File: config.mk
export PLATFORM = sky130hd
export DESIGN_NAME = gpio_access_arbiter
export DESIGN_NICKNAME = d
export VERILOG_FILES = /design/src/rtl/gpio_access_arbiter.sv
export SDC_FILE = /design/constraint.sdc
export NUM_CORES = 1
export LEC_CHECK = 0
export BUFFER_PORTS_ARGS = -buffer_cell sky130_fd_sc_hd__buf_2
export CORE_MARGIN = 1
export CORE_UTILIZATION = 40
export CTS_CLUSTER_SIZE = 16
export DETAILED_ROUTE_END_ITERATION = 10
export GPL_TIMING_DRIVEN = 0
export PLACE_DENSITY = 0.77
export SYNTH_ARGS = -nofsm -noshare
export SYNTH_HDL_FRONTEND = slang
export SYNTH_SLANG_ARGS = --single-unit
File: constraint.sdc
create_clock -name clk -period 1.73 [get_ports clk]
set_input_delay 0.0865 -clock clk [delete_from_list [all_inputs] [get_ports clk]]
set_output_delay 0.0865 -clock clk [all_outputs]
set_load 0.1 [all_outputs]
File: src/rtl/gpio_access_arbiter.sv
// gpio_access_arbiter: round-robin share of one GPIO slave among NUM_REQ requesters.
// Each access is IDLE (grant) -> ISSUE (one-cycle GPIO strobe) -> RESP (response pulse).
// Optional build macro GPIO_ARB_ERRCHK_EN: illegal accesses are blocked before the GPIO
// and answered with rsp_err=1. Without it every access is forwarded and rsp_err is 0.
module gpio_access_arbiter #(
    parameter int NUM_REQ    = 4,
    parameter int GPIO_WIDTH = 8
) (
    input  logic                    clk,
    input  logic                    rst,
    input  logic [NUM_REQ-1:0]      req_valid,
    input  logic [NUM_REQ-1:0]      req_we,
    input  logic [3*NUM_REQ-1:0]    req_addr,
    input  logic [32*NUM_REQ-1:0]   req_wdata,
    output logic [NUM_REQ-1:0]      req_ready,
    output logic [NUM_REQ-1:0]      rsp_valid,
    output logic [31:0]             rsp_rdata,
    output logic                    rsp_err,
    output logic                    gpio_en,
    output logic                    gpio_we,
    output logic                    gpio_re,
    output logic [2:0]              gpio_addr,
    output logic [1:0]              gpio_size,
    output logic [31:0]             gpio_wd_data,
    input  logic [31:0]             gpio_rd_data,
    input  logic                    gpio_done
);
    localparam int IDX_W = (NUM_REQ > 1) ? $clog2(NUM_REQ) : 1;
    // Largest write value that fits in one GPIO port.
    localparam logic [31:0] WMAX = (GPIO_WIDTH >= 32) ? 32'hFFFF_FFFF
                                                      : ((32'd1 << GPIO_WIDTH) - 32'd1);

    typedef enum logic [1:0] {IDLE, ISSUE, RESP} state_t;

    state_t            state, state_nxt;
    logic [IDX_W-1:0]  rr_ptr, grant, win_idx;
    logic [IDX_W:0]    cand;
    logic              win_found;
    logic              lat_we;
    logic [2:0]        lat_addr;
    logic [31:0]       lat_wdata;
    logic              acc_legal, fwd, err_q;
    logic [2:0]        addr_a  [NUM_REQ];
    logic [31:0]       wdata_a [NUM_REQ];

    for (genvar g = 0; g < NUM_REQ; g++) begin : g_unpack
        assign addr_a[g]  = req_addr[3*g +: 3];
        assign wdata_a[g] = req_wdata[32*g +: 32];
    end

    // Writes target the output ports (addr 4..7) and must fit the port; reads target 0..3.
    assign acc_legal = lat_we ? (lat_addr[2] && (lat_wdata <= WMAX)) : !lat_addr[2];

`ifdef GPIO_ARB_ERRCHK_EN
    assign fwd = acc_legal;
`else
    // Legality has no consumer here; the name keeps it out of unused-signal reports.
    logic unused_legal;
    assign unused_legal = acc_legal;
    assign fwd = 1'b1;
`endif

    assign gpio_size = 2'b00;
    assign rsp_err   = err_q;

    // Round-robin search: first pending requester at or after rr_ptr, wrapping.
    always_comb begin
        win_found = 1'b0;
        win_idx   = '0;
        cand      = '0;
        for (int k = 0; k < NUM_REQ; k++) begin
            cand = {1'b0, rr_ptr} + (IDX_W+1)'(k);
            if (cand >= (IDX_W+1)'(NUM_REQ))
                cand = cand - (IDX_W+1)'(NUM_REQ);
            if (!win_found && req_valid[cand[IDX_W-1:0]]) begin
                win_found = 1'b1;
                win_idx   = cand[IDX_W-1:0];
            end
        end
    end

    // State register.
    always_ff @(posedge clk) begin
        if (rst) state <= IDLE;
        else     state <= state_nxt;
    end

    // Next state; ISSUE also waits on gpio_done so a slower slave can stretch the strobe.
    always_comb begin
        state_nxt = state;
        case (state)
            IDLE:    if (win_found) state_nxt = ISSUE;
            ISSUE:   if (gpio_done) state_nxt = RESP;
            RESP:    state_nxt = IDLE;
            default: state_nxt = IDLE;
        endcase
    end

    // Command latch, read-data capture and round-robin pointer update.
    always_ff @(posedge clk) begin
        if (rst) begin
            rr_ptr    <= '0;
            grant     <= '0;
            lat_we    <= 1'b0;
            lat_addr  <= '0;
            lat_wdata <= '0;
            rsp_rdata <= '0;
            err_q     <= 1'b0;
        end else begin
            case (state)
                IDLE: if (win_found) begin
                    grant     <= win_idx;
                    lat_we    <= req_we[win_idx];
                    lat_addr  <= addr_a[win_idx];
                    lat_wdata <= wdata_a[win_idx];
                end
                ISSUE: if (gpio_done) begin
                    rsp_rdata <= (fwd && !lat_we) ? gpio_rd_data : 32'h0;
                    err_q     <= !fwd;
                end
                RESP: rr_ptr <= (grant == IDX_W'(NUM_REQ-1)) ? '0 : grant + 1'b1;
                default: ;
            endcase
        end
    end

    // Outputs: accept pulse in IDLE, GPIO strobe in ISSUE, response pulse in RESP.
    // A reset cycle suppresses both pulses so an aborted access leaves no trace.
    always_comb begin
        req_ready    = '0;
        rsp_valid    = '0;
        gpio_en      = 1'b0;
        gpio_we      = 1'b0;
        gpio_re      = 1'b0;
        gpio_addr    = '0;
        gpio_wd_data = '0;
        case (state)
            IDLE: if (win_found && !rst) req_ready[win_idx] = 1'b1;
            ISSUE: if (fwd) begin
                gpio_en      = 1'b1;
                gpio_we      = lat_we;
                gpio_re      = !lat_we;
                gpio_addr    = lat_addr;
                gpio_wd_data = lat_wdata;
            end
            RESP: if (!rst) rsp_valid[grant] = 1'b1;
            default: ;
        endcase
    end
endmodule

==> results_dict.tcl <==
set metrics [dict create \
    status "finished with violations" \
    failed_checks "negative setup slack" \
    drt_iter0_drc 326 \
    antenna_left 0 \
    cts_num_sinks 74 \
    htreeDepth 3 \
    gp_congestion 0.835 \
    ctsHoldBuffers 0 \
    dpl_worst_slack_ns -0.633 \
    postSynthCellCount 551 \
    slowest_delay_ns 0.58 \
    finalPower_mw 6.81 \
    ir_worst_vdd_v 0.000520 \
    io_buffers 257 \
    synth_most_common_cell "dfxtp_1" \
    drc 0 \
    ys_seq_elements 74 \
    cts_buffers 9 \
    finalWorstSetupSlack_ns -0.393 \
    root_buffer "clkbuf_16" \
    dp_hpwl_um 12100 \
    routedWlPerCell_um 19.3 \
    period_needed_ns 2.12 \
    crit_path_end_kind "primary output" \
    min_period_over_period 1.23 \
    cts.clk_slew.worst_paths_ns 0.06 \
    max-cap-violations 0 \
    first_global_vias 5190 \
    instances_no_fill 999 \
    dieHeight_um 108 \
    fmax_ghz 0.471 \
    drtPass1Iterations 5 \
    hold_violations 0 \
    grt_antenna_before_repair 1 \
    placedCellCount 950 \
    synthArstFlopShare 0 \
    startpoint_type "register" \
    synth_top_area_frac 0.327 \
    maxSlewHeadroom 0.305 \
    area_growth_pct 84.5 \
    synth-edff-count 0 \
    num_antenna_cells 0 \
    layout.nets 1041 \
    die_w_um 108 \
    finalSetupViolCount 53 \
    path_cells "inv_4, or4_4, buf_12, nand2_8, nand2_4, nor3_4, buf_12" \
    via_count 5584 \
    arrival_ns 2.04 \
    rows 38 \
    synth_top_area_cell "dfxtp_1" \
    slew_viol_final 0 \
    worst_path_max_delay_cell "or4_4" \
    grt_max_degree 16 \
    p_leak_nw 3.66 \
    grt_pass1_wl_um 26200 \
    skew_ns 0.00942 \
    synthTopCellsByCount "dfxtp_1, nor2_1, clkbuf_1, and2_1, a21oi_1" \
    cts_tree "built" \
    setup_tns_ns -9.65 \
    critPathKind "register to primary output" \
    ys_seq_area_frac 0.327 \
    r2r_cells 8 \
    crit_path_frequent_cell "buf_12" \
    die_area_sq_um 11800 \
    syn_avg_cell_area_sq_um 8.22 \
    grt_use_total 0.291 \
    hold_class "input port to register" \
    power.density_nw_per_um2 815 \
    path_max_fanout 6 \
    clock_path_buffers 2 \
    worst_slew_pin_slew_ns 1.04 \
    syn_area_sq_um 4530 \
    synthFlopType "dfxtp_1" \
    coreArea_sq_um 10900 \
    rsz0062_at_grt "true" \
    synth_warnings 0 \
    drive_above_1_share 0.629 \
    drt_wl_total_um 19300 \
    overflow 0 \
    num_io_pins 264 \
    viasPerCell 5.59 \
    hold_depth 3 \
    insertion_delay_ns 0.34 \
    critPathRequiredTime_ns 1.64 \
    start_util 0.414 \
    r2r_setup_slack_ns -0.31 \
    ys_top_cells_by_area "dfxtp_1, a21boi_2, a221oi_1" \
    utilization 0.764 \
    ys_types 42 \
    nFillCells 772 \
]
## placed cells by master, fill, tap and decap left out, types with 5 or more instances in the layout
cell and instances:
a221oi_1 12, clkbuf_2 7, buf_8 10, a221oi_4 5, and2_2 5, dfxtp_1 70
buf_4 26, a21boi_2 32, buf_2 214, a211oi_2 20, o21ai_1 10, a211oi_1 17
buf_12 39, and2_1 7, clkbuf_1 19, and3_1 7, and2_4 28, and3_4 29
a21oi_1 37, nor2_1 73, nor3b_1 32, nand2_1 6, clkbuf_16 16, o21ai_2 21
a221oi_2 16, buf_6 24
## flip-flops by register name, indices dropped and copies added (netlist names)
register and cells:
state 2, lat_addr 3, rr_ptr 2, grant 2, rsp_rdata 32, lat_wdata 32
lat_we 1
## power by group
group / switching (mW) / internal [mW]
Clock: 0.845 / 1.15
Combinational: 1.72 / 1.16
Sequential: 0.0896 / 1.85
## area by class of cell
class | instances | area, sq um | area share
plain buffers | 61 | 607 | 0.0726
clock buffers | 9 | 225 | 0.0269
clock inverters | 7 | 83.8 | 0.0100
inverters | 3 | 13.8 | 0.00165
multi-input cells | 411 | 3470 | 0.415
flip-flops and latches | 74 | 1490 | 0.179
well taps | 140 | 175 | 0.0210
repair buffers | 294 | 2290 | 0.274
## through the flow
stage | instance area (sq um) | hold slack, ns
finish | 8360 | 0.0622
global route | 8360 | 0.0847
CTS | 7690 | 0.0318
detailed placement | 6150 | 0.381
global placement | 6150 | 0.382
floorplan | 4690 | 0.268
## worst paths after layout
kind / startpoint / endpoint
worst max-delay path: rr_ptr[1] / req_ready[3]
worst min-delay path: gpio_done / state[0]
worst max register to register: rr_ptr[1] / lat_wdata[10]
worst min register to register: rsp_rdata[22] / rsp_rdata[22]
## cell families after synthesis
| logic type | synth area share |
|---|---|
| simple gates | 0.259 |
| flops | 0.327 |
| buf+inv | 0.0809 |
| compound gates | 0.319 |
| other cells | 0.000827 |
| mux | 0.00221 |
| fa+ha+maj | 0.0110 |
## layer usage
metal  part of all wire  track usage  vias up
li1                   -            -     2606
met5            0.00067            0        -
met3              0.068       0.0524       55
met2               0.50        0.517      298
met4              0.033       0.0927        2
met1               0.40        0.351     2623
## repair_timing
action / in CTS / in global routing
endpoints found under the setup margin: 88 / 104
cloned: 6 / 6
pin swaps: 95 / 44
endpoints found under the hold margin: 0 / 0
setup buffers: 16 / 12
gates resized for setup: 265 / 146
## critical path: cells and delay by family (launching register included)
| kind | cells | cell delay [ns] |
|---|---|---|
| flip-flops | 1 | 0.39 |
| AND/OR/NAND/NOR | 4 | 0.91 |
| buffers and inverters | 3 | 0.40 |
(Power assumes the default switching activity.)
